[config.mk]
export PLATFORM = sky130hd
export DESIGN_NAME = i2c_minion_regs_flat
export DESIGN_NICKNAME = d
export VERILOG_FILES = /design/src/rtl/i2c_minion_regs_if.sv /design/src/rtl/i2c_minion_regs.sv /design/src/flat_wrapper.sv
export SDC_FILE = /design/constraint.sdc
export NUM_CORES = 1
export LEC_CHECK = 0
export CAP_MARGIN = 20
export CORE_AREA = 2 2 91 93
export DETAILED_ROUTE_END_ITERATION = 6
export DIE_AREA = 0 0 93 95
export PLACE_DENSITY_LB_ADDON = 0.15
export SLEW_MARGIN = 0
export SYNTH_ARGS = -nofsm -noshare
export SYNTH_HDL_FRONTEND = slang
export SYNTH_SLANG_ARGS = --single-unit
[constraint.sdc]
create_clock -name clk -period 2.8 [get_ports clk]
set_clock_uncertainty 0.15 [all_clocks]
set_input_delay 0.84 -clock clk [delete_from_list [all_inputs] [get_ports clk]]
set_output_delay 0.84 -clock clk [all_outputs]
set_load 0.05 [all_outputs]
[src/rtl/i2c_minion_regs_if.sv]
// i2c_minion_regs_if: I2C pad-side bus between a bus master (or its pads) and the minion.
//   scl     : serial clock driven by the master
//   sda_in  : wired-AND SDA level seen at the pad
//   sda_out : open-drain data value from the minion (always 0)
//   sda_oe  : minion pull-down enable (1 = pull SDA low)
interface i2c_minion_regs_if;
   logic scl;
   logic sda_in;
   logic sda_out;
   logic sda_oe;
   modport master (output scl, sda_in, input sda_out, sda_oe);
   modport slave (input scl, sda_in, output sda_out, sda_oe);
endinterface

[src/rtl/i2c_minion_regs.sv]
// i2c_minion_regs: oversampled I2C target with a pointer-addressed register bank.
//   clk       : system clock, at least 8x SCL (10x with the glitch filter)
//   rst       : synchronous active-high reset
//   bus       : i2c_minion_regs_if.slave (scl, sda_in in; sda_out, sda_oe out)
//   rd_regs   : read-back sources, register i at [i*DATA_W +: DATA_W]
//   wr_regs   : register bank written by the master, same packing
//   wr_strobe : one-cycle pulse when a data byte is committed
//   wr_index  : index of the committed register, valid with wr_strobe
//   busy      : high from address-match ACK until STOP or a non-matching address
// Optional: define I2C_GLITCH_FILTER_EN for a 3-sample majority filter on SCL/SDA.
module i2c_minion_regs #(
   parameter logic [6:0] MINION_ADDR = 7'h12,
   parameter int NREGS = 4,
   parameter int DATA_W = 8,
   localparam int PTR_W = $clog2(NREGS)
) (
   input  logic                    clk,
   input  logic                    rst,
   i2c_minion_regs_if.slave        bus,
   input  logic [NREGS*DATA_W-1:0] rd_regs,
   output logic [NREGS*DATA_W-1:0] wr_regs,
   output logic                    wr_strobe,
   output logic [PTR_W-1:0]        wr_index,
   output logic                    busy
);
   typedef enum logic [3:0] {
      IDLE, ADDR, ADDR_ACK, PTR, PTR_ACK, WDATA, WDATA_ACK, RDATA, RDATA_ACK
   } state_t;
   state_t state_q, state_d;
   logic [1:0] scl_sync_q, scl_sync_d, sda_sync_q, sda_sync_d;
   logic scl_f, sda_f, scl_prev_q, scl_prev_d, sda_prev_q, sda_prev_d;
   logic scl_rise, scl_fall, start, stop, addr_match;
   logic [3:0] cnt_q, cnt_d;
   logic [7:0] shreg_q, shreg_d, rd_cur, rd_nxt;
   logic oe_q, oe_d, ack_q, ack_d, strobe_q, strobe_d, busy_q, busy_d;
   logic [PTR_W-1:0] ptr_q, ptr_d, ptr_inc, idx_q, idx_d;
   logic [NREGS*DATA_W-1:0] wr_regs_q, wr_regs_d;

   always_comb begin
      scl_sync_d = {scl_sync_q[0], bus.scl};
      sda_sync_d = {sda_sync_q[0], bus.sda_in};
      scl_prev_d = scl_f;
      sda_prev_d = sda_f;
   end

`ifdef I2C_GLITCH_FILTER_EN
   logic [1:0] scl_hist_q, scl_hist_d, sda_hist_q, sda_hist_d;
   logic scl_flt_q, scl_flt_d, sda_flt_q, sda_flt_d;
   always_comb begin
      scl_hist_d = {scl_hist_q[0], scl_sync_q[1]};
      sda_hist_d = {sda_hist_q[0], sda_sync_q[1]};
      scl_flt_d = (scl_sync_q[1] & scl_hist_q[0]) | (scl_sync_q[1] & scl_hist_q[1]) | (scl_hist_q[0] & scl_hist_q[1]);
      sda_flt_d = (sda_sync_q[1] & sda_hist_q[0]) | (sda_sync_q[1] & sda_hist_q[1]) | (sda_hist_q[0] & sda_hist_q[1]);
   end
   always_ff @(posedge clk) begin
      if (rst) begin
         scl_hist_q <= 2'b11;
         sda_hist_q <= 2'b11;
         scl_flt_q <= 1'b1;
         sda_flt_q <= 1'b1;
      end else begin
         scl_hist_q <= scl_hist_d;
         sda_hist_q <= sda_hist_d;
         scl_flt_q <= scl_flt_d;
         sda_flt_q <= sda_flt_d;
      end
   end
   assign scl_f = scl_flt_q;
   assign sda_f = sda_flt_q;
`else
   assign scl_f = scl_sync_q[1];
   assign sda_f = sda_sync_q[1];
`endif

   assign scl_rise = scl_f & ~scl_prev_q;
   assign scl_fall = ~scl_f & scl_prev_q;
   // SDA may only move while SCL has been high for two samples to count as START/STOP
   assign start = scl_f & scl_prev_q & sda_prev_q & ~sda_f;
   assign stop = scl_f & scl_prev_q & ~sda_prev_q & sda_f;
   assign addr_match = shreg_q[7:1] == MINION_ADDR;
   assign ptr_inc = (ptr_q == PTR_W'(NREGS - 1)) ? '0 : ptr_q + PTR_W'(1);
   assign rd_cur = 8'(rd_regs[ptr_q*DATA_W +: DATA_W]);
   assign rd_nxt = 8'(rd_regs[ptr_inc*DATA_W +: DATA_W]);

   always_ff @(posedge clk) begin
      if (rst) begin
         state_q <= IDLE;
         scl_sync_q <= 2'b11;
         sda_sync_q <= 2'b11;
         scl_prev_q <= 1'b1;
         sda_prev_q <= 1'b1;
         cnt_q <= '0;
         shreg_q <= '0;
         oe_q <= 1'b0;
         ack_q <= 1'b1;
         strobe_q <= 1'b0;
         busy_q <= 1'b0;
         ptr_q <= '0;
         idx_q <= '0;
         wr_regs_q <= '0;
      end else begin
         state_q <= state_d;
         scl_sync_q <= scl_sync_d;
         sda_sync_q <= sda_sync_d;
         scl_prev_q <= scl_prev_d;
         sda_prev_q <= sda_prev_d;
         cnt_q <= cnt_d;
         shreg_q <= shreg_d;
         oe_q <= oe_d;
         ack_q <= ack_d;
         strobe_q <= strobe_d;
         busy_q <= busy_d;
         ptr_q <= ptr_d;
         idx_q <= idx_d;
         wr_regs_q <= wr_regs_d;
      end
   end

   // Byte and ACK phases both end on an SCL fall so SDA only moves while SCL is low
   always_comb begin
      state_d = state_q;
      if (start) state_d = ADDR;
      else if (stop) state_d = IDLE;
      else if (scl_fall) begin
         case (state_q)
            ADDR:      if (cnt_q == 4'd8) state_d = addr_match ? ADDR_ACK : IDLE;
            ADDR_ACK:  state_d = shreg_q[0] ? RDATA : PTR;
            PTR:       if (cnt_q == 4'd8) state_d = PTR_ACK;
            PTR_ACK:   state_d = WDATA;
            WDATA:     if (cnt_q == 4'd8) state_d = WDATA_ACK;
            WDATA_ACK: state_d = WDATA;
            RDATA:     if (cnt_q == 4'd8) state_d = RDATA_ACK;
            RDATA_ACK: state_d = ack_q ? IDLE : RDATA;
            default:   state_d = state_q;
         endcase
      end
   end

   always_comb begin
      cnt_d = cnt_q;
      shreg_d = shreg_q;
      oe_d = oe_q;
      ack_d = ack_q;
      strobe_d = 1'b0;
      busy_d = busy_q;
      ptr_d = ptr_q;
      idx_d = idx_q;
      wr_regs_d = wr_regs_q;
      if (start) begin
         cnt_d = '0;
         oe_d = 1'b0;
      end else if (stop) begin
         oe_d = 1'b0;
         busy_d = 1'b0;
      end else if (scl_rise) begin
         if (state_q inside {ADDR, PTR, WDATA}) begin
            shreg_d = {shreg_q[6:0], sda_f};
            cnt_d = cnt_q + 4'd1;
         end
         if (state_q == RDATA) cnt_d = cnt_q + 4'd1;
         if (state_q == RDATA_ACK) ack_d = sda_f;
         // Commit happens on the ACK-bit rise, so an interrupted byte never reaches here
         if (state_q == WDATA_ACK) begin
            wr_regs_d[ptr_q*DATA_W +: DATA_W] = shreg_q[DATA_W-1:0];
            strobe_d = 1'b1;
            idx_d = ptr_q;
            ptr_d = ptr_inc;
         end
      end else if (scl_fall) begin
         case (state_q)
            ADDR: if (cnt_q == 4'd8) begin
               oe_d = addr_match;
               busy_d = addr_match;
               cnt_d = '0;
            end
            ADDR_ACK: begin
               shreg_d = shreg_q[0] ? rd_cur : shreg_q;
               oe_d = shreg_q[0] & ~rd_cur[7];
               cnt_d = '0;
            end
            PTR: if (cnt_q == 4'd8) begin
               oe_d = 1'b1;
               ptr_d = PTR_W'(shreg_q % NREGS);
               cnt_d = '0;
            end
            WDATA: if (cnt_q == 4'd8) begin
               oe_d = 1'b1;
               cnt_d = '0;
            end
            PTR_ACK, WDATA_ACK: begin
               oe_d = 1'b0;
               cnt_d = '0;
            end
            RDATA: begin
               shreg_d = (cnt_q == 4'd8) ? shreg_q : {shreg_q[6:0], 1'b0};
               oe_d = (cnt_q == 4'd8) ? 1'b0 : ~shreg_q[6];
               cnt_d = (cnt_q == 4'd8) ? '0 : cnt_q;
            end
            RDATA_ACK: begin
               ptr_d = ack_q ? ptr_q : ptr_inc;
               shreg_d = ack_q ? shreg_q : rd_nxt;
               oe_d = ~ack_q & ~rd_nxt[7];
            end
            default: oe_d = 1'b0;
         endcase
      end
   end

   assign bus.sda_out = 1'b0;
   assign bus.sda_oe = oe_q;
   assign wr_regs = wr_regs_q;
   assign wr_strobe = strobe_q;
   assign wr_index = idx_q;
   assign busy = busy_q;
endmodule

[src/flat_wrapper.sv]
// flat-port wrapper written by rule: the top's interface ports become plain ports
module i2c_minion_regs_flat 
#(
   parameter logic [6:0] MINION_ADDR = 7'h12,
   parameter int NREGS = 4,
   parameter int DATA_W = 8,
   localparam int PTR_W = $clog2(NREGS)
)
  (clk, rst, rd_regs, wr_regs, wr_strobe, wr_index, busy, bus_scl, bus_sda_in, bus_sda_out, bus_sda_oe);
  i2c_minion_regs_if bus_i ();
  input  logic clk;
  input  logic rst;
  input  logic [NREGS*DATA_W-1:0] rd_regs;
  output logic [NREGS*DATA_W-1:0] wr_regs;
  output logic wr_strobe;
  output logic [PTR_W-1:0] wr_index;
  output logic busy;
  input wire logic [$bits(bus_i.scl)-1:0] bus_scl;
  input wire logic [$bits(bus_i.sda_in)-1:0] bus_sda_in;
  output wire logic [$bits(bus_i.sda_out)-1:0] bus_sda_out;
  output wire logic [$bits(bus_i.sda_oe)-1:0] bus_sda_oe;
  assign bus_i.scl = bus_scl;
  assign bus_i.sda_in = bus_sda_in;
  assign bus_sda_out = bus_i.sda_out;
  assign bus_sda_oe = bus_i.sda_oe;
  i2c_minion_regs #(.MINION_ADDR(MINION_ADDR), .NREGS(NREGS), .DATA_W(DATA_W)) u_core (.clk(clk), .rst(rst), .bus(bus_i), .rd_regs(rd_regs), .wr_regs(wr_regs), .wr_strobe(wr_strobe), .wr_index(wr_index), .busy(busy));
endmodule
==> tab_implementation.tex, run 1 <==
\begin{tabular}{lr}
\hline
Metric & Value \\
\hline
\multicolumn{2}{l}{\textbf{Run status}} \\
\quad Outcome & finished, final reports clean \\
\multicolumn{2}{l}{\textbf{Timing}} \\
\quad Fmax & 401 MHz \\
\quad Minimum setup slack in the final design & 308 ps \\
\quad Setup repair after global routing missed its margin & false \\
\quad Worst slack on hold paths & 262 ps \\
\quad Worst slew pin tran & 632 ps \\
\quad Period Utilization, post-route & 89.0\% \\
\quad Minimum period implied by the final worst setup slack & 2490 ps \\
\quad Total count of hold-check failures in the final report & 0 \\
\quad Final Setup Violations & 0 \\
\quad Setup TNS & 0 ps \\
\quad Worst relative slew slack & 57.2\% \\
\quad Final Max Tran Viols & 0 \\
\multicolumn{2}{l}{\textbf{Placement}} \\
\quad Post-placement worst setup slack & 265 ps \\
\quad Port Buffers & 72 \\
\quad Total half-perimeter wirelength after legalization and detailed placement & 6910 µm \\
\quad Routability congestion estimate & 0.891 \\
\multicolumn{2}{l}{\textbf{Floorplanning}} \\
\quad Die outline width & 93 µm \\
\quad Row Count & 33 \\
\quad Overall die area & 8840 µm² \\
\quad IO Pins & 74 \\
\quad Die span in y & 95 µm \\
\quad Effective utilization at floorplan & 45.8\% \\
\quad Core area & 7930 µm² \\
\multicolumn{2}{l}{\textbf{Yosys}} \\
\quad Post-synthesis sequential area ratio & 34.2\% \\
\quad Ranking of synthesized cells by area & dfxtp\_1 34\%, mux4\_2 6.8\%, a21oi\_1 6.6\% \\
\quad Count of flip-flops with a built-in enable after synthesis & 0 \\
\quad Most instantiated library cell after synthesis & dfxtp\_1 \\
\quad Average cell area after synthesis & 8.67 µm² \\
\quad Most common library cells after synthesis & 62 x dfxtp\_1, 49 x nand2\_1, 48 x a21oi\_1 \\
\quad Proportion of register bits with asynchronous set or reset after synthesis & 0\% \\
\quad Prevailing post-synth register cell & dfxtp\_1 \\
\quad Number of synthesis warnings & 0 \\
\quad Synthesized netlist cell count & 419 \\
\quad Cell area after synthesis & 3630 µm² \\
\quad Number of distinct library cells after synthesis & 64 \\
\quad Largest area contributor in the synthesized netlist & dfxtp\_1 \\
\quad Share of the synthesized area in the top cell type & 34.2\% \\
\quad Synth Register Bits & 62 \\
\quad Net count of the mapped netlist & 466 \\
\multicolumn{2}{l}{\textbf{Clock tree}} \\
\quad H-tree Lvls & 3 \\
\quad Clock transition at the register clock pins on the worst setup and hold paths after CTS & 70 ps \\
\quad Cell at the root of the clock tree & clkbuf\_8 \\
\quad Number of buffers between clock root and the deepest sink & 2 \\
\quad CTS tree & yes \\
\quad Post-CTS Setup Inserts & 0 \\
\quad Post-cts sizing count & 0 \\
\quad Quantity of hold-fixing buffers added after cts & 0 \\
\quad TritonCTS sink count & 62 \\
\quad Clock Latency Late Sink & 340 ps \\
\quad Num CTS Buffers & 9 \\
\multicolumn{2}{l}{\textbf{Critical path}} \\
\quad Sequence of cells on the critical path & clkdlybuf4s50\_1 \\
\quad Critical path class & reg2out \\
\quad Kind of capture point of the worst setup path & primary output \\
\quad CP Launch Type & flop \\
\quad Max incr delay on CP & 820 ps \\
\quad Buffers \& Inverters on Critical Path & 1 \\
\quad Critical path arrival & 1500 ps \\
\quad Critical path data required time & 1810 ps \\
\quad Slowest cell on the critical path & clkdlybuf4s50\_1 \\
\quad Largest driver fanout on the critical path & 2 \\
\quad Kind of cell adding the most delay to the critical path & buffers and inverters \\
\multicolumn{2}{l}{\textbf{Cells and area}} \\
\quad Area used by multi-input combinational logic & 2180 µm² \\
\quad FF+latch area & 1240 µm² \\
\quad Number of filler cells placed in the layout & 749 \\
\quad Number of antenna diodes & 0 \\
\quad Final Util & 58.1\% \\
\quad Area Growth Syn to Fin & 26.9\% \\
\quad Share of final-layout standard cells stronger than drive strength 1 & 13.2\% \\
\quad Number of nets in the layout & 533 \\
\multicolumn{2}{l}{\textbf{Detailed routing}} \\
\quad Vias per inst & 5.66 \\
\quad Number of optimization iterations in the first detailed-route pass & 4 \\
\quad Average routed wire per standard cell & 15.6 µm \\
\quad DRC violations left & 0 \\
\quad Number of DRC markers in iteration 0 & 232 \\
\quad Aggregate routed wire length & 9290 µm \\
\quad Antenna Violating Nets Remaining & 0 \\
\quad Total vias in the final route & 3375 \\
\multicolumn{2}{l}{\textbf{Power}} \\
\quad Power density of the placed cells & 392 nW/µm² \\
\quad Overall power consumption & 0.00180 W \\
\quad Leak & 1.53 nW \\
\quad Maximum vdd drop & 272 µV \\
\multicolumn{2}{l}{\textbf{Hold path}} \\
\quad Hold WC Path Type & reg2reg \\
\multicolumn{2}{l}{\textbf{Global route}} \\
\quad Initial antenna violation count & 0 \\
\quad Global-route congestion overflow total & 0 \\
\quad First-pass GRT wire length & 16200 µm \\
\quad Overall global routing resource usage & 23.1\% \\
\quad Maximum number of pins on one net before global-route repair & 52 \\
\quad Via count of the first global-routing pass & 3418 \\
\multicolumn{2}{l}{\textbf{Job}} \\
\quad Max Cap Viol & 0 \\
\hline
\end{tabular}
==> state kept, by name (all words and copies together) (netlist names), 2 cells and up <==
register	flops
u_core.cnt_q	4
u_core.state_q	4
u_core.sda_sync_q	2
u_core.scl_sync_q	2
u_core.ptr_q	2
u_core.shreg_q	8
u_core.wr_index	2
u_core.wr_regs	32
==> path summary, 6_finish.rpt <==
check | from | slack [ps] | cells after the start | to
setup / recovery | u_core.wr_regs[25] | 310 | 1 | wr_regs[25]
hold / removal | u_core.scl_sync_q[0] | 260 | 1 | u_core.scl_sync_q[1]
setup reg to reg | u_core.scl_sync_q[1] | 360 | 7 | u_core.shreg_q[2]
hold reg to reg | u_core.scl_sync_q[0] | 260 | 1 | u_core.scl_sync_q[1]
==> power by group <==
| group | total, W | internal, W | switching [W] |
|---|---|---|---|
| sequential | 0.000893 | 0.000887 | 0.00000621 |
| clock | 0.000766 | 0.000409 | 0.000357 |
| combinational | 0.000146 | 0.0000791 | 0.0000668 |
| total | 0.00180 | 0.00138 | 0.000430 |
==> layout by cell type, fill, tap and decap left out, types with 2 or more instances in the layout <==
cell / netlist / routed
clkdlybuf4s50_1: 0 / 71
dfxtp_1: 62 / 62
nand2_1: 49 / 49
a21oi_1: 48 / 48
nand3_1: 40 / 40
buf_4: 3 / 15
nor2_1: 14 / 14
a211oi_1: 12 / 12
o21ai_0: 12 / 12
nand2b_1: 11 / 11
mux4_2: 11 / 11
ha_1: 11 / 11
inv_1: 9 / 9
clkbuf_8: 0 / 9
and2_1: 8 / 8
or2_2: 8 / 8
mux2i_1: 6 / 6
nand3b_1: 5 / 5
a31oi_1: 5 / 5
nand4_1: 5 / 5
a221oi_1: 5 / 5
nor4b_1: 4 / 4
nor2b_1: 4 / 4
a311oi_1: 4 / 4
nor3b_2: 3 / 3
nor3_1: 3 / 3
nor4_1: 3 / 3
and3b_1: 3 / 3
and4_1: 3 / 3
clkinv_2: 0 / 3
a22oi_1: 2 / 2
nand4b_1: 2 / 2
o22ai_1: 2 / 2
a21o_1: 2 / 2
nor2_2: 2 / 2
nor3_4: 2 / 2
a211o_1: 2 / 2
a32oi_1: 2 / 2
clkinv_4: 0 / 2
==> layout make-up <==
| class | count | share of cell area, % |
|---|---|---|
| multi-input combinational | 316 | 47.3 |
| sequential | 62 | 26.9 |
| timing repair buffer | 87 | 18.0 |
| tap | 105 | 2.85 |
| clock buffer | 10 | 2.77 |
| clock inverter | 6 | 1.36 |
| inverter | 10 | 0.815 |
==> cells by family (layout without fill, tap and decap cells) <==
kind of cell               after synthesis  after routing  synth area share, %
AOI/OAI and AO/OA                      109            109                 19.8
muxes                                   19             19                 9.10
adders and majority gates               11             11                 3.79
other                                    1              1                0.103
DFF                                     62             62                 34.2
buffers and inverters                   41            113                 5.79
xor gates and xnor gates                 1              1                0.241
and+or+nand+nor                        175            175                 26.9
==> metal layers <==
| layer | global-route usage [%] | vias up | routed length, µm |
|---|---|---|---|
| li1 | - | 1684 | - |
| met1 | 29.4 | 1555 | 4180 |
| met2 | 38.5 | 119 | 4310 |
| met3 | 5.11 | 17 | 578 |
| met4 | 8.82 | 0 | 221 |
| met5 | 0 | - | 0 |
==> per-stage QoR <==
step           instances  area [µm²]
2_1_floorplan        419        3630
4_1_cts              596        4610
5_1_grt              596        4610
6_report             596        4610
3_5_place_dp         580        4420
3_3_place_gp         580        4420
(Power assumes the default switching activity.)
==> run 2, diff against run 1 <==
Settings changed: CAP_MARGIN 20 to default, CORE_AREA 2 2 91 93 to 2 2 95 97, DIE_AREA 0 0 93 95 to 0 0 97 99.
==> tab_implementation.tex, run 2 (same netlist as run 1, synthesis figures left out) <==
\begin{tabular}{lr}
\hline
Metric & Value \\
\hline
\multicolumn{2}{l}{\textbf{Detailed routing}} \\
\quad Number of optimization iterations in the first detailed-route pass & 5 (was 4) \\
\quad Total vias in the final route & 3495 (was 3375) \\
\quad DRC violations left & 0 (unchanged) \\
\quad Number of DRC markers in iteration 0 & 287 (was 232) \\
\quad Antenna Violating Nets Remaining & 0 (unchanged) \\
\quad Vias per inst & 5.82 (was 5.66) \\
\quad Aggregate routed wire length & 9970 µm (was 9290 µm) \\
\quad Average routed wire per standard cell & 16.6 µm (was 15.6 µm) \\
\multicolumn{2}{l}{\textbf{Cells and area}} \\
\quad Most common library cell in the layout ignoring fill and taps & clkdlybuf4s50\_1 (unchanged) \\
\quad Number of antenna diodes & 0 (unchanged) \\
\quad Share of final-layout standard cells stronger than drive strength 1 & 13.8\% (was 13.2\%) \\
\quad Area Growth Syn to Fin & 28.5\% (was 26.9\%) \\
\quad Max FFs per register & 32 (unchanged) \\
\quad Commonest non-fill, non-tap cells in the layout & 71 x clkdlybuf4s50\_1, 62 x dfxtp\_1, 49 x nand2\_1, 48 x a21oi\_1, 40 x nand3\_1 (unchanged) \\
\quad Number of nets in the layout & 535 (was 533) \\
\multicolumn{2}{l}{\textbf{Power}} \\
\quad Overall power consumption & 0.00195 W (was 0.00180 W) \\
\quad Leak & 1.55 nW (was 1.53 nW) \\
\quad Maximum vdd drop & 213 µV (was 272 µV) \\
\quad Power density of the placed cells & 419 nW/µm² (was 392 nW/µm²) \\
\multicolumn{2}{l}{\textbf{Timing}} \\
\quad Period Utilization, post-route & 90.0\% (was 89.0\%) \\
\quad Worst relative slew slack & 58.6\% (was 57.2\%) \\
\quad Fmax & 397 MHz (was 401 MHz) \\
\quad Final Setup Violations & 0 (unchanged) \\
\quad Total count of hold-check failures in the final report & 0 (unchanged) \\
\quad Worst slack on hold paths & 270 ps (was 262 ps) \\
\quad Worst slew pin tran & 620 ps (was 632 ps) \\
\quad Minimum period implied by the final worst setup slack & 2520 ps (was 2490 ps) \\
\quad Final Max Tran Viols & 0 (unchanged) \\
\quad Setup repair after global routing missed its margin & false (unchanged) \\
\quad Setup TNS & 0 ps (unchanged) \\
\multicolumn{2}{l}{\textbf{Floorplanning}} \\
\quad Overall die area & 9600 µm² (was 8840 µm²) \\
\quad Die span in y & 99 µm (was 95 µm) \\
\quad Die outline width & 97 µm (was 93 µm) \\
\quad Row Count & 34 (was 33) \\
\quad Core area & 8550 µm² (was 7930 µm²) \\
\quad IO Pins & 74 (unchanged) \\
\quad Effective utilization at floorplan & 42.5\% (was 45.8\%) \\
\multicolumn{2}{l}{\textbf{Critical path}} \\
\quad Largest driver fanout on the critical path & 2 (unchanged) \\
\quad Sequence of cells on the critical path & clkdlybuf4s50\_1 (unchanged) \\
\quad Critical path data required time & 1810 ps (about the same) \\
\quad Reg-to-reg startpoint & u\_core.state\_q[0] (was u\_core.scl\_sync\_q[1]) \\
\quad Endpoint of the most critical register-to-register path & u\_core.shreg\_q[6] (was u\_core.shreg\_q[2]) \\
\quad Kind of cell adding the most delay to the critical path & buffers and inverters (unchanged) \\
\quad Register-to-register path setup slack & 350 ps (was 360 ps) \\
\quad Slowest cell on the critical path & clkdlybuf4s50\_1 (unchanged) \\
\quad CP Launch Type & flop (unchanged) \\
\quad Critical path class & reg2out (unchanged) \\
\quad Max incr delay on CP & 820 ps (about the same) \\
\quad Critical path arrival & 1530 ps (was 1500 ps) \\
\quad Length in cells of the worst reg-to-reg path & 5 (was 7) \\
\quad Kind of capture point of the worst setup path & primary output (unchanged) \\
\quad Buffers \& Inverters on Critical Path & 1 (unchanged) \\
\multicolumn{2}{l}{\textbf{Clock tree}} \\
\quad Post-CTS Setup Inserts & 0 (unchanged) \\
\quad Num CTS Buffers & 9 (unchanged) \\
\quad Number of buffers between clock root and the deepest sink & 2 (unchanged) \\
\quad TritonCTS sink count & 62 (unchanged) \\
\quad H-tree Lvls & 3 (unchanged) \\
\quad Clock Latency Late Sink & 360 ps (was 340 ps) \\
\quad Post-cts sizing count & 0 (unchanged) \\
\quad CTS tree & yes (unchanged) \\
\quad Quantity of hold-fixing buffers added after cts & 0 (unchanged) \\
\quad Cell at the root of the clock tree & clkbuf\_8 (unchanged) \\
\quad Clock transition at the register clock pins on the worst setup and hold paths after CTS & 70 ps (about the same) \\
\multicolumn{2}{l}{\textbf{Hold path}} \\
\quad Hold WC Path Type & reg2reg (unchanged) \\
\quad Min-Delay Startpoint & u\_core.sda\_sync\_q[0] (was u\_core.scl\_sync\_q[0]) \\
\quad Cell count of the worst hold path & 1 (unchanged) \\
\quad Worst Hold Path EP & u\_core.sda\_sync\_q[1] (was u\_core.scl\_sync\_q[1]) \\
\multicolumn{2}{l}{\textbf{Global route}} \\
\quad Maximum number of pins on one net before global-route repair & 50 (was 52) \\
\quad Overall global routing resource usage & 21.0\% (was 23.1\%) \\
\quad First-pass GRT wire length & 16400 µm (was 16200 µm) \\
\quad Initial antenna violation count & 0 (unchanged) \\
\quad Global-route congestion overflow total & 0 (unchanged) \\
\quad Via count of the first global-routing pass & 3313 (was 3418) \\
\multicolumn{2}{l}{\textbf{Job}} \\
\quad Max Cap Viol & 0 (unchanged) \\
\multicolumn{2}{l}{\textbf{Placement}} \\
\quad Routability congestion estimate & 0.913 (was 0.891) \\
\quad Port Buffers & 72 (unchanged) \\
\quad Total half-perimeter wirelength after legalization and detailed placement & 7180 µm (was 6910 µm) \\
\multicolumn{2}{l}{\textbf{Run status}} \\
\quad Outcome & finished, final reports clean (unchanged) \\
\hline
\end{tabular}
## run 2: cell types whose count changed in the layout (fill, tap and decap cells not counted), sizes merged
cell	change
buf	+2
clkinvlp	+2
bufinv	+1
inv	+1
clkinv	-4
## run 2: worst max path at each step
| stage | end | slack [ps] | start | cells past startpoint |
|---|---|---|---|---|
| after floorplan | u_core.wr_regs[17] | 100 | u_core.ptr_q[0] | 8 |
| after global placement | u_core.shreg_q[4] | 300 | rd_regs[28] | 5 |
| after detailed placement | u_core.shreg_q[3] | 250 | rd_regs[27] | 5 |
| after CTS | wr_index[1] | 270 | u_core.wr_index[1] | 1 |
| after global routing | u_core.wr_regs[17] | 160 | u_core.ptr_q[0] | 6 |
| final | wr_index[1] | 280 | u_core.wr_index[1] | 1 |
## run 2: metal layers
layer	part of all wire, %	up-vias	wire (µm)	track usage [%]
li1	-	1692	-	-
met1	47	1637	4640	28.0
met2	46	147	4540	33.6
met3	5.5	19	551	3.69
met4	2.4	0	238	9.32
met5	0	-	0	0
## run 2: metrics by stage
stage	cells	cell area [µm²]	utilization (%)	setup slack, ps
final	601	4670	54.6	281
after global routing	601	4670	54.6	163
after CTS	601	4670	54.6	267
after floorplan	419	3630	-	100
after global placement	585	4440	51.9	296
after detailed placement	585	4440	51.9	249
## run 2: where the power goes
part	internal, W	switching [W]
Sequential	0.000886	0.00000844
Clock	0.000529	0.000383
Combinational	0.0000803	0.0000668
Total	0.00150	0.000458
## run 2: cell type report
class                      count  area (µm²)
multi-input combinational    316        2180
clock inverter                 6        92.6
timing repair buffer          89         843
sequential                    62        1240
inverter                      10        37.5
tap                          108         135
clock buffer                  10         138
fill                         781        3880
==> run 3, diff against run 2 <==
Settings changed: CORE_AREA 2 2 95 97 to 2 2 91 102, DIE_AREA 0 0 97 99 to 0 0 93 104.
==> tab_implementation.tex, run 3 (same netlist as run 1, synthesis figures left out) <==
\begin{tabular}{lr}
\hline
Metric & Value \\
\hline
\multicolumn{2}{l}{\textbf{Critical path}} \\
\quad Kind of cell adding the most delay to the critical path & buffers and inverters (unchanged) \\
\quad CP Launch Type & flop (unchanged) \\
\quad Kind of capture point of the worst setup path & primary output (unchanged) \\
\quad Critical path arrival & 1530 ps (about the same) \\
\quad Critical path class & reg2out (unchanged) \\
\quad Count of cell instances traversed by the critical path & 1 (unchanged) \\
\quad Slowest cell on the critical path & clkdlybuf4s50\_1 (unchanged) \\
\quad Max incr delay on CP & 820 ps (about the same) \\
\quad Largest driver fanout on the critical path & 2 (unchanged) \\
\quad Buffers \& Inverters on Critical Path & 1 (unchanged) \\
\quad Sequence of cells on the critical path & clkdlybuf4s50\_1 (unchanged) \\
\quad Length in cells of the worst reg-to-reg path & 6 (was 5) \\
\quad Register-to-register path setup slack & 290 ps (was 350 ps) \\
\quad Endpoint of the most critical register-to-register path & u\_core.wr\_regs[18] (was u\_core.shreg\_q[6]) \\
\quad Reg-to-reg startpoint & u\_core.ptr\_q[0] (was u\_core.state\_q[0]) \\
\quad Critical path data required time & 1810 ps (about the same) \\
\multicolumn{2}{l}{\textbf{Clock tree}} \\
\quad Cell at the root of the clock tree & clkbuf\_8 (unchanged) \\
\quad H-tree Lvls & 3 (unchanged) \\
\quad TritonCTS sink count & 62 (unchanged) \\
\quad CTS tree & yes (unchanged) \\
\quad Quantity of hold-fixing buffers added after cts & 0 (unchanged) \\
\quad Post-CTS Setup Inserts & 0 (unchanged) \\
\quad Number of buffers between clock root and the deepest sink & 2 (unchanged) \\
\quad Post-cts sizing count & 0 (unchanged) \\
\quad Clock Latency Late Sink & 350 ps (was 360 ps) \\
\quad Num CTS Buffers & 9 (unchanged) \\
\quad Clock transition at the register clock pins on the worst setup and hold paths after CTS & 80 ps (was 70 ps) \\
\multicolumn{2}{l}{\textbf{Detailed routing}} \\
\quad DRC violations left & 0 (unchanged) \\
\quad Average routed wire per standard cell & 16.9 µm (was 16.6 µm) \\
\quad Total vias in the final route & 3488 (was 3495) \\
\quad Vias per inst & 5.74 (was 5.82) \\
\quad Aggregate routed wire length & 10300 µm (was 9970 µm) \\
\quad Antenna Violating Nets Remaining & 0 (unchanged) \\
\quad Number of optimization iterations in the first detailed-route pass & 4 (was 5) \\
\quad Number of DRC markers in iteration 0 & 138 (was 287) \\
\multicolumn{2}{l}{\textbf{Floorplanning}} \\
\quad Overall die area & 9670 µm² (was 9600 µm²) \\
\quad IO Pins & 74 (unchanged) \\
\quad Row Count & 36 (was 34) \\
\quad Die outline width & 93 µm (was 97 µm) \\
\quad Die span in y & 104 µm (was 99 µm) \\
\quad Effective utilization at floorplan & 42.0\% (was 42.5\%) \\
\quad Core area & 8650 µm² (was 8550 µm²) \\
\multicolumn{2}{l}{\textbf{Placement}} \\
\quad Routability congestion estimate & 0.871 (was 0.913) \\
\quad Port Buffers & 72 (unchanged) \\
\quad Area post-placement & 4470 µm² (was 4440 µm²) \\
\quad Total half-perimeter wirelength after legalization and detailed placement & 7410 µm (was 7180 µm) \\
\multicolumn{2}{l}{\textbf{Cells and area}} \\
\quad Most common library cell in the layout ignoring fill and taps & clkdlybuf4s50\_1 (unchanged) \\
\quad Area Growth Syn to Fin & 29.0\% (was 28.5\%) \\
\quad Number of nets in the layout & 536 (was 535) \\
\quad Share of final-layout standard cells stronger than drive strength 1 & 13.6\% (was 13.8\%) \\
\quad FF+latch area & 1240 µm² (unchanged) \\
\quad Number of filler cells placed in the layout & 856 (was 781) \\
\quad Number of antenna diodes & 0 (unchanged) \\
\quad Area used by multi-input combinational logic & 2180 µm² (unchanged) \\
\quad Commonest non-fill, non-tap cells in the layout & 72 x clkdlybuf4s50\_1, 62 x dfxtp\_1, 49 x nand2\_1, 48 x a21oi\_1, 40 x nand3\_1 (was 71 x clkdlybuf4s50\_1, 62 x dfxtp\_1, 49 x nand2\_1, 48 x a21oi\_1, 40 x nand3\_1) \\
\quad Final non-filler cell area & 4680 µm² (was 4670 µm²) \\
\quad Max FFs per register & 32 (unchanged) \\
\multicolumn{2}{l}{\textbf{Timing}} \\
\quad Total count of hold-check failures in the final report & 0 (unchanged) \\
\quad Minimum period implied by the final worst setup slack & 2520 ps (about the same) \\
\quad Period Utilization, post-route & 89.9\% (was 90.0\%) \\
\quad Fmax & 397 MHz (about the same) \\
\quad Worst slew pin tran & 609 ps (was 620 ps) \\
\quad Final Max Tran Viols & 0 (unchanged) \\
\quad Setup repair after global routing missed its margin & false (unchanged) \\
\quad Final Setup Violations & 0 (unchanged) \\
\quad Setup TNS & 0 ps (unchanged) \\
\quad Worst relative slew slack & 58.8\% (was 58.6\%) \\
\multicolumn{2}{l}{\textbf{Global route}} \\
\quad Via count of the first global-routing pass & 3340 (was 3313) \\
\quad Initial antenna violation count & 0 (unchanged) \\
\quad Maximum number of pins on one net before global-route repair & 50 (unchanged) \\
\quad Global-route congestion overflow total & 0 (unchanged) \\
\quad First-pass GRT wire length & 16800 µm (was 16400 µm) \\
\quad Overall global routing resource usage & 21.6\% (was 21.0\%) \\
\multicolumn{2}{l}{\textbf{Hold path}} \\
\quad Hold WC Path Type & reg2reg (unchanged) \\
\quad Cell count of the worst hold path & 1 (unchanged) \\
\quad Min-Delay Startpoint & u\_core.sda\_sync\_q[0] (unchanged) \\
\quad Worst Hold Path EP & u\_core.sda\_sync\_q[1] (unchanged) \\
\multicolumn{2}{l}{\textbf{Power}} \\
\quad Power density of the placed cells & 408 nW/µm² (was 419 nW/µm²) \\
\quad Leak & 1.56 nW (was 1.55 nW) \\
\quad Maximum vdd drop & 266 µV (was 213 µV) \\
\multicolumn{2}{l}{\textbf{Job}} \\
\quad Max Cap Viol & 0 (unchanged) \\
\multicolumn{2}{l}{\textbf{Run status}} \\
\quad Outcome & finished, final reports clean (unchanged) \\
\hline
\end{tabular}
run 3: changes by cell type in the layout (fill, tap and decap cells not counted):
cell	before	now
clkinvlp_4	2	1
clkdlybuf4s50_1	71	72
buf_12	0	1
clkbuf_8	10	9
buf_2	1	0
clkinv_2	0	2
clkbuf_1	0	1
inv_6	1	0
run 3: layout make-up:
cell class              instances  area share (%)
clock buffers                  10            2.73
well taps                     114            3.05
repair buffers                 90            18.5
multi-input cells             316            46.5
inverters                      10           0.801
flip-flops and latches         62            26.5
clock inverters                 6            1.84
run 3: stage by stage:
stage / instances / worst slack (ps) / power (W) / hold WS (ps) / util [%]
2_1_floorplan: 419 / 100 / 0.000988 / 239 / -
3_3_place_gp: 592 / 259 / 0.00106 / 247 / 51.7
3_5_place_dp: 592 / 218 / 0.00106 / 249 / 51.7
4_1_cts: 608 / 265 / 0.00192 / 269 / 54.2
5_1_grt: 608 / 70.1 / 0.00198 / 315 / 54.2
6_report: 608 / 284 / 0.00191 / 268 / 54.2
run 3: metal layers:
metal / track usage, % / vias to the layer above / share of wire (%)
met3: 4.78 / 17 / 4.6
met5: 0 / - / 0
li1: - / 1686 / -
met1: 28.1 / 1683 / 44
met2: 36.0 / 102 / 49
met4: 6.09 / 0 / 1.7
run 3: power by group:
part	internal (W)	total [W]	switching, W	leakage (nW)
logic	0.0000816	0.000149	0.0000677	0.950
registers	0.000887	0.000894	0.00000729	0.501
clock network	0.000499	0.000868	0.000369	0.106
run 3: how the worst max path moves through the flow:
stage	end	from	slack, ps
6_report	bus_sda_oe	u_core.bus.sda_oe	280
5_1_grt	u_core.wr_regs[9]	u_core.ptr_q[0]	70
4_1_cts	bus_sda_oe	u_core.bus.sda_oe	260
3_5_place_dp	u_core.shreg_q[5]	rd_regs[29]	220
3_3_place_gp	u_core.shreg_q[5]	rd_regs[29]	260
2_1_floorplan	u_core.wr_regs[17]	u_core.ptr_q[0]	100
